**src/rtl/step_sequencer.sv**
```systemverilog
// rtl/step_sequencer.sv - programmable step sequencer (optional one-shot mode via SEQ_ONESHOT_EN)
module step_sequencer #(
    parameter int NUM_STEPS = 8,
    parameter int FREQ_W    = 24,
    parameter int TEMPO_W   = 16,
    localparam int IDX_W    = $clog2(NUM_STEPS)
) (
    input  logic               clk,
    input  logic               rst,
    input  logic               run,
    input  logic [TEMPO_W-1:0] tempo_div,
    input  logic [TEMPO_W-1:0] gate_len,
    input  logic [IDX_W-1:0]   last_step,
    input  logic               wr_en,
    input  logic [IDX_W-1:0]   wr_addr,
    input  logic [FREQ_W-1:0]  wr_data,
`ifdef SEQ_ONESHOT_EN
    input  logic               oneshot,
    output logic               done,
`endif
    output logic [FREQ_W-1:0]  freq_out,
    output logic               gate_out,
    output logic [IDX_W-1:0]   step_idx,
    output logic               step_pulse,
    output logic               busy
);

    typedef enum logic {IDLE = 1'b0, PLAY = 1'b1} state_t;

    state_t             state, state_nx;
    logic [FREQ_W-1:0]  pattern_mem [NUM_STEPS];
    logic [TEMPO_W-1:0] tick, tick_nx;
    logic [FREQ_W-1:0]  freq_nx;
    logic               gate_nx;
    logic [IDX_W-1:0]   idx_nx;
    logic               pulse_nx;
    logic               busy_nx;
    logic               done_nx;

    logic               boundary;
    logic               wrap;
    logic [IDX_W-1:0]   load_idx;
    logic [FREQ_W-1:0]  load_word;
    logic [TEMPO_W:0]   tick_inc;
    logic               start_ok;
    logic               oneshot_end;

    assign boundary  = (tick == tempo_div);
    // An index beyond a freshly shortened pattern also wraps to step 0
    assign wrap      = (step_idx >= last_step);
    assign load_idx  = wrap ? '0 : step_idx + 1'b1;
    assign load_word = pattern_mem[load_idx];
    assign tick_inc  = {1'b0, tick} + 1'b1;

`ifdef SEQ_ONESHOT_EN
    logic finished;
    assign start_ok    = ~finished;
    assign oneshot_end = oneshot & wrap;

    // Latch completion of a one-shot pass until run is dropped
    always_ff @(posedge clk or posedge rst) begin
        if (rst) begin
            finished <= 1'b0;
        end else if (!run) begin
            finished <= 1'b0;
        end else if (state == PLAY && boundary && oneshot_end) begin
            finished <= 1'b1;
        end
    end
`else
    assign start_ok    = 1'b1;
    assign oneshot_end = 1'b0;
`endif

    // Pattern table; a load on the same edge as a write reads the old word
    always_ff @(posedge clk or posedge rst) begin
        if (rst) begin
            for (int i = 0; i < NUM_STEPS; i++) begin
                pattern_mem[i] <= '0;
            end
        end else if (wr_en) begin
            pattern_mem[wr_addr] <= wr_data;
        end
    end

    // State and registered outputs
    always_ff @(posedge clk or posedge rst) begin
        if (rst) begin
            state      <= IDLE;
            tick       <= '0;
            freq_out   <= '0;
            gate_out   <= 1'b0;
            step_idx   <= '0;
            step_pulse <= 1'b0;
            busy       <= 1'b0;
`ifdef SEQ_ONESHOT_EN
            done       <= 1'b0;
`endif
        end else begin
            state      <= state_nx;
            tick       <= tick_nx;
            freq_out   <= freq_nx;
            gate_out   <= gate_nx;
            step_idx   <= idx_nx;
            step_pulse <= pulse_nx;
            busy       <= busy_nx;
`ifdef SEQ_ONESHOT_EN
            done       <= done_nx;
`endif
        end
    end

    // Next-state: start on run, stop on run low or end of a one-shot pass
    always_comb begin
        state_nx = state;
        case (state)
            IDLE: if (run && start_ok) state_nx = PLAY;
            PLAY: begin
                if (!run) begin
                    state_nx = IDLE;
                end else if (boundary && oneshot_end) begin
                    state_nx = IDLE;
                end
            end
            default: state_nx = IDLE;
        endcase
    end

    // Output next values: step loads, gate timing, stop handling
    always_comb begin
        tick_nx  = tick;
        freq_nx  = freq_out;
        gate_nx  = gate_out;
        idx_nx   = step_idx;
        pulse_nx = 1'b0;
        busy_nx  = busy;
        done_nx  = 1'b0;
        case (state)
            IDLE: begin
                if (run && start_ok) begin
                    tick_nx  = '0;
                    idx_nx   = '0;
                    freq_nx  = pattern_mem[0];
                    gate_nx  = (pattern_mem[0] != '0) && (gate_len != '0);
                    pulse_nx = 1'b1;
                    busy_nx  = 1'b1;
                end else begin
                    gate_nx = 1'b0;
                    busy_nx = 1'b0;
                end
            end
            PLAY: begin
                if (!run) begin
                    gate_nx = 1'b0;
                    busy_nx = 1'b0;
                end else if (boundary) begin
                    tick_nx = '0;
                    if (oneshot_end) begin
                        gate_nx = 1'b0;
                        busy_nx = 1'b0;
                        done_nx = 1'b1;
                    end else begin
                        idx_nx   = load_idx;
                        freq_nx  = load_word;
                        gate_nx  = (load_word != '0) && (gate_len != '0);
                        pulse_nx = 1'b1;
                    end
                end else begin
                    tick_nx = tick_inc[TEMPO_W-1:0];
                    // Gate ends as the tick count reaches gate_len; legato if never reached
                    if (tick_inc == {1'b0, gate_len}) gate_nx = 1'b0;
                end
            end
            default: begin
                gate_nx = 1'b0;
                busy_nx = 1'b0;
            end
        endcase
    end

endmodule

```
**config.mk**
```make
export PLATFORM = sky130hd
export DESIGN_NAME = step_sequencer
export DESIGN_NICKNAME = d
export VERILOG_FILES = /design/src/rtl/step_sequencer.sv
export SDC_FILE = /design/constraint.sdc
export NUM_CORES = 1
export LEC_CHECK = 0
export BUFFER_PORTS_ARGS = -buffer_cell sky130_fd_sc_hd__buf_2
export CAP_MARGIN = 25
export CORE_MARGIN = 4
export CORE_UTILIZATION = 60
export DETAILED_ROUTE_END_ITERATION = 8
export GPL_ROUTABILITY_DRIVEN = 0
export PLACE_DENSITY = 0.8
export SYNTH_ARGS = -nofsm -noshare
export SYNTH_HDL_FRONTEND = slang
export SYNTH_SLANG_ARGS = --single-unit
```
**constraint.sdc**
```tcl
create_clock -name clk -period 9.82 [get_ports clk]
set_clock_uncertainty 0.05 [all_clocks]
set_input_delay 0.491 -clock clk [delete_from_list [all_inputs] [get_ports clk]]
set_output_delay 0.491 -clock clk [all_outputs]
set_load 0.005 [all_outputs]
```
Yosys cells after proc, flatten, opt, wreduce, memory -nomap -nowiden
Cells that the tools add are included.
Operators by class
  muxes and demuxes: 30
  $add $sub $neg: 2
  order comparisons: 4
  reductions and logical operators: 8
  equality and inequality tests: 7
  bitwise gates (word level): 3
Operators with widths (count)
  $bwmux 192: 1
  $mux 24: 6
  $bmux 24 s3: 1
  $demux 24 s3: 1
  $mux 16: 3
  $pmux 24 s2: 1
  $reduce_bool 24->1: 2
  $pmux 16 s2: 1
  $add 16x1->17 const B: 1
  $eq 17x16->1: 1
  $eq 16x16->1: 1
  $reduce_bool 16->1: 1
  $mux 3: 4
  $ge 4x4->1 const B: 2
  $mux 1: 8
  $not 3->4: 2
  $ne 2x2->1 const B: 3
  $pmux 1 s2: 3
  $pmux 3 s2: 1
  $lt 4x1->1 const B: 1
  $ne 4x2->1 const B: 1
  $add 3x1->3 const B: 1
  $ge 3x3->1: 1
  $logic_and 1x1->1: 3
  other kinds (4): 4
Word-level totals
  bits of input ports: 66
  word-level logic and storage cells: 69
  bits in registers: 239

Depth between registers and ports, before layout
  word-level depth: 11
  depth in mapped cells: 15
  depth with buffers taken out: 10

Worst setup path after synthesis
No wires, ideal clock.
  path type: flip-flop to flip-flop
  from: reg step_idx[0]
  to: reg gate_out
  period minus slack after synthesis: 3233 ps
  data required time: 9633 ps
  data arrival time: 3046 ps
  setup time: 137 ps
  stages on the path, launching flop included: 14
  buffers on the path: 3
  path slack: 6587 ps
  cell sequence: dfrtp_1 > buf_4 > inv_2 > clkbuf_1 > ha_1 > nand2b_1 > a21oi_2 > clkbuf_1 > o21ai_0 > a2bb2oi_1 > nand2_1 > or4_1 > nor2_1 > o311ai_1
Between the ends
  word-level cells in the longest chain between the ends: 11
  elaborated cells between the ends (all ways): 12
RTL lines
  start: declaration: line 23  | output logic [IDX_W-1:0] step_idx,
  start signal: assignment: line 104  | step_idx <= idx_nx;
  $add 3x1->3 or $ge 3x3->1 (tied branches): line 51, 50
  $mux 3 (*): line 51  | assign load_idx = wrap ? '0 : step_idx + 1'b1;
  $not 3->4 (implied by the code) (*): line 52  | assign load_word = pattern_mem[load_idx];
  $bmux 24 s3 (*): line 52
  $mux 24 (implied by the code) (*) (2 in series): line 52
  $reduce_bool 24->1 (*): line 165  | gate_nx = (load_word != '0) && (gate_len != '0);
  $logic_and 1x1->1 (*): line 165
  $mux 1 (*): line 156  | end else if (boundary) begin
  $mux 1 (*): line 153  | if (!run) begin
  $pmux 1 s2 (*): line 138  | case (state)
  end signal: assignment: line 103  | gate_out <= gate_nx;
  end: declaration: line 22  | output logic gate_out,
Every way passes the cells marked *; elsewhere a longest branch is shown, timed or not. The select of a mux whose other input is x is not followed.
A chain may end at the register's enable or synchronous reset.

Worst setup path after layout
Same ends and word-level chain as after synthesis.

==> impl_metrics.prom <==
# TYPE chip_impl_metric gauge
chip_impl_metric{name="setup_slack",unit="ns"} 5.48
chip_impl_metric{name="synth_nets",unit=""} 1105
chip_impl_metric{name="p_total",unit="mW"} 2.95
chip_impl_metric{name="finalSetupViolCount",unit=""} 0
chip_impl_info{name="mostFrequentLayoutCells",value="238 x sky130_fd_sc_hd__dfrtp_1, 201 x sky130_fd_sc_hd__mux2_2, 95 x sky130_fd_sc_hd__buf_2"} 1
chip_impl_metric{name="fin_setup_tns",unit="ns"} 0
chip_impl_metric{name="clock-sinks",unit=""} 239
chip_impl_metric{name="fp.dieArea",unit="µm²"} 22500
chip_impl_info{name="cp_cell_sequence",value="inv_2 > ha_1 > nor2b_1 > o211a_1 > nand3b_1 > nand4b_1 > nand4_1 > or4_1 > nor2_1 > o311ai_1"} 1
chip_impl_metric{name="io_pins",unit=""} 96
chip_impl_info{name="most_frequent_standard_cell_in_the_layout_excluding_fill_and_tap_cells",value="sky130_fd_sc_hd__dfrtp_1"} 1
chip_impl_metric{name="cts_buffers",unit=""} 25
chip_impl_metric{name="critPathMaxFanout",unit=""} 32
chip_impl_metric{name="max-vdd-ir-drop",unit="µV"} 135
chip_impl_metric{name="antenna_violating_nets_left",unit=""} 0
chip_impl_metric{name="hold_viol_final",unit=""} 0
chip_impl_metric{name="congestion_overflow_gr",unit=""} 0
chip_impl_metric{name="worstSkewPairLatency",unit="ns"} 0.53
chip_impl_metric{name="post_cts_resized",unit=""} 0
chip_impl_metric{name="fp.dieH",unit="µm"} 150
chip_impl_metric{name="timing.final.crit_period",unit="ns"} 4.34
chip_impl_info{name="rsz0062_at_grt",value="false"} 1
chip_impl_metric{name="synth.avg_cell_area",unit="µm²"} 11.7
chip_impl_metric{name="row_count",unit=""} 51
chip_impl_info{name="critical_path_type",value="reg -> reg"} 1
chip_impl_metric{name="finalInstanceArea",unit="µm²"} 13500
chip_impl_metric{name="cp_data_arrival_time",unit="ns"} 4.67
chip_impl_info{name="cts_root_buf",value="sky130_fd_sc_hd__clkbuf_16"} 1
chip_impl_metric{name="yosys.cell_types.count",unit=""} 63
chip_impl_metric{name="pwr_density_cell",unit="nW/µm²"} 217
chip_impl_metric{name="die_x",unit="µm"} 150
chip_impl_metric{name="required",unit="ns"} 10.15
chip_impl_metric{name="fin_crit_sh",unit="%"} 44.1
chip_impl_info{name="cp_top_family",value="simple AND/OR/NAND/NOR gates"} 1
chip_impl_metric{name="postCtsHoldBufs",unit=""} 0
chip_impl_metric{name="yosysTopAreaCellShare",unit="%"} 49.5
chip_impl_metric{name="post_dp_cell_area",unit="µm²"} 12700
chip_impl_metric{name="grt_max_degree",unit=""} 104
chip_impl_metric{name="cap_viol_max_count",unit=""} 0
chip_impl_metric{name="clockBufferDepth",unit=""} 3
chip_impl_metric{name="areaGrowthSynthToFinish",unit="%"} 12.2
chip_impl_metric{name="post_route_cells_drive_above_1_share",unit="%"} 34.7
chip_impl_metric{name="slew_violations",unit=""} 0
chip_impl_info{name="synth_top_cell_by_area",value="sky130_fd_sc_hd__dfrtp_1"} 1
chip_impl_metric{name="critical-path-max-stage-delay",unit="ns"} 0.89
chip_impl_metric{name="placement_setup_slack",unit="ns"} 5.58
chip_impl_metric{name="postSynthCellCount",unit=""} 1034
chip_impl_metric{name="fmax",unit="GHz"} 0.231
chip_impl_metric{name="power.static_leakage",unit="nW"} 5.68
chip_impl_info{name="cts_tree",value="yes"} 1
chip_impl_metric{name="yosys_warnings",unit=""} 0
chip_impl_metric{name="max_slew_margin",unit="%"} 41.5
chip_impl_metric{name="synthArstFlopShare",unit="%"} 100
chip_impl_metric{name="starting_density_of_the_core",unit="%"} 61.4
chip_impl_metric{name="grt.total_usage",unit="%"} 27.6
chip_impl_info{name="cp_capture_type",value="flop"} 1
chip_impl_metric{name="post-cts-setup-buffer-count",unit=""} 0
chip_impl_info{name="critPathSlowestCell",value="sky130_fd_sc_hd__dfrtp_2"} 1
chip_impl_metric{name="worst-path-buf-inv",unit=""} 1
chip_impl_metric{name="post_drt_via_cell_ratio",unit=""} 6.55
chip_impl_metric{name="netlist_area",unit="µm²"} 12100
chip_impl_info{name="setup.worst_path.start_class",value="flop"} 1
chip_impl_metric{name="sequential_cell_area_fraction_in_the_yosys_report",unit="%"} 49.5
chip_impl_metric{name="number_of_register_bits_inferred_by_synthesis",unit=""} 239
chip_impl_metric{name="first_global_vias",unit=""} 8939
chip_impl_metric{name="floorplan.core_area",unit="µm²"} 19700
chip_impl_metric{name="dr_total_vias",unit=""} 9057
chip_impl_metric{name="insertedDiodeCount",unit=""} 0
chip_impl_info{name="timing.hold.worst.class",value="in -> async"} 1
chip_impl_info{name="dominantRegCellSynth",value="sky130_fd_sc_hd__dfrtp_1"} 1
chip_impl_metric{name="portBuffers",unit=""} 95
chip_impl_metric{name="finalNetCount",unit=""} 1171
chip_impl_metric{name="post_drt_wl_per_cell",unit="µm"} 22.3
chip_impl_info{name="run_status",value="finished clean"} 1
chip_impl_metric{name="place_hpwl",unit="µm"} 20100
chip_impl_metric{name="wl",unit="µm"} 30800
chip_impl_metric{name="drt_pass1_iterations",unit=""} 8
chip_impl_metric{name="initialDrtViolationCount",unit=""} 864
chip_impl_metric{name="drc_errors",unit=""} 0
chip_impl_metric{name="ctsHtreeMaxLevel",unit=""} 1
chip_impl_info{name="synth_top_cells_by_area",value="sky130_fd_sc_hd__dfrtp_1 50%, sky130_fd_sc_hd__mux2_2 19%, sky130_fd_sc_hd__mux4_2 3.2%"} 1
chip_impl_metric{name="grt_pass1_wl",unit="µm"} 49200
chip_impl_metric{name="post_synth_edffs",unit=""} 0
chip_impl_metric{name="grt_antenna_before_repair",unit=""} 0
chip_impl_metric{name="fillcell_total",unit=""} 1463
chip_impl_metric{name="max_slew.worst_pin.slew",unit="ns"} 0.872
chip_impl_metric{name="path_clk_slew",unit="ns"} 0.06
==> path summary, 6_finish.rpt <==
path / cells past startpoint / startpoint / endpoint / slack, ns
setup reg to reg: 10 / step_idx[0] / gate_out / 5.48
min in group clk: 2 / wr_data[13] / pattern_mem[181] / 0.24
hold / removal: 2 / rst / tick[8] / 0.01
hold reg to reg: 2 / freq_out[11] / freq_out[11] / 0.42
max in group asynchronous: 3 / rst / pattern_mem[175] / 8.47
setup / recovery: 10 / step_idx[0] / gate_out / 5.48
==> state kept, by name (all words and copies together), names as in the netlist <==
| name | flops |
|---|---|
| state | 1 |
| freq_out | 24 |
| gate_out | 1 |
| step_pulse | 1 |
| tick | 16 |
| pattern_mem | 192 |
| busy | 1 |
| step_idx | 3 |
==> power breakdown <==
group	internal (mW)	switching [mW]
Clock	0.505	0.382
Sequential	1.18	0.154
Combinational	0.365	0.356
==> Yosys cell counts (4+ instances only) <==
master	instances
sky130_fd_sc_hd__buf_4	5
sky130_fd_sc_hd__mux2_2	201
sky130_fd_sc_hd__and3_1	4
sky130_fd_sc_hd__xnor2_1	30
sky130_fd_sc_hd__o31ai_1	8
sky130_fd_sc_hd__a221o_1	7
sky130_fd_sc_hd__nand4_1	18
sky130_fd_sc_hd__mux2i_1	17
sky130_fd_sc_hd__mux4_2	17
sky130_fd_sc_hd__nor4_1	15
sky130_fd_sc_hd__ha_1	5
sky130_fd_sc_hd__o2111ai_1	7
sky130_fd_sc_hd__o211a_1	4
sky130_fd_sc_hd__buf_2	13
sky130_fd_sc_hd__nand2_1	58
sky130_fd_sc_hd__clkbuf_1	58
sky130_fd_sc_hd__a211oi_1	9
sky130_fd_sc_hd__inv_1	18
sky130_fd_sc_hd__a21oi_1	44
sky130_fd_sc_hd__and4_1	4
sky130_fd_sc_hd__nand2b_1	5
sky130_fd_sc_hd__nand3_1	10
sky130_fd_sc_hd__nand4b_1	5
sky130_fd_sc_hd__nor3_1	18
sky130_fd_sc_hd__o22ai_1	26
sky130_fd_sc_hd__o21ai_0	55
sky130_fd_sc_hd__nor2_1	37
sky130_fd_sc_hd__a221oi_1	5
sky130_fd_sc_hd__a211o_1	6
sky130_fd_sc_hd__o21bai_1	5
sky130_fd_sc_hd__and2_1	9
sky130_fd_sc_hd__o211ai_1	6
sky130_fd_sc_hd__o221ai_1	7
sky130_fd_sc_hd__dfrtp_1	239
sky130_fd_sc_hd__xor2_1	7
sky130_fd_sc_hd__nand3b_1	7
sky130_fd_sc_hd__o2bb2ai_1	5
==> kinds of logic after synthesis <==
logic type      Yosys count  synth area share (%)
fa+ha+maj                 6                 0.601
buf+inv                  96                  3.27
compound gates          219                  12.0
flops                   239                  49.5
mux                     235                  23.3
xor+xnor                 38                  2.82
simple gates            201                  8.47
==> worst reg2reg max path, cell delays in order, from the launching register on <==
cell	delay, ns
sky130_fd_sc_hd__dfrtp_2	0.89
sky130_fd_sc_hd__inv_2	0.39
sky130_fd_sc_hd__ha_1	0.41
sky130_fd_sc_hd__nor2b_1	0.47
sky130_fd_sc_hd__o211a_1	0.66
sky130_fd_sc_hd__nand3b_1	0.16
sky130_fd_sc_hd__nand4b_1	0.16
sky130_fd_sc_hd__nand4_1	0.17
sky130_fd_sc_hd__or4_1	0.56
sky130_fd_sc_hd__nor2_1	0.16
sky130_fd_sc_hd__o311ai_1	0.11
==> layout make-up <==
| type | instances | area [µm²] | area share, % |
|---|---|---|---|
| inverters | 20 | 82.6 | 0.610 |
| clock buffers | 34 | 709 | 5.24 |
| well taps | 265 | 332 | 2.45 |
| clock inverters | 10 | 61.3 | 0.453 |
| multi-input cells | 699 | 5740 | 42.3 |
| flip-flops and latches | 239 | 5980 | 44.2 |
| repair buffers | 115 | 646 | 4.77 |
==> layer usage <==
layer	vias to the layer above	wire length, µm	GRT usage, %
li1	3998	-	-
met1	4497	13400	41.2
met2	507	14000	42.2
met3	55	2870	4.36
met4	0	632	7.82
met5	-	0	0
==> through the flow <==
stage | util (%) | hold WS (ns) | cells
3_3_place_gp | 64.8 | 0.406 | 1336
6_report | 68.9 | 0.0115 | 1382
2_1_floorplan | - | 0.420 | 1034
3_5_place_dp | 64.9 | 0.415 | 1337
5_1_grt | 68.9 | 0.0727 | 1382
4_1_cts | 68.8 | 0.0540 | 1381
No activity file was read; power rests on OpenSTA's default activity.
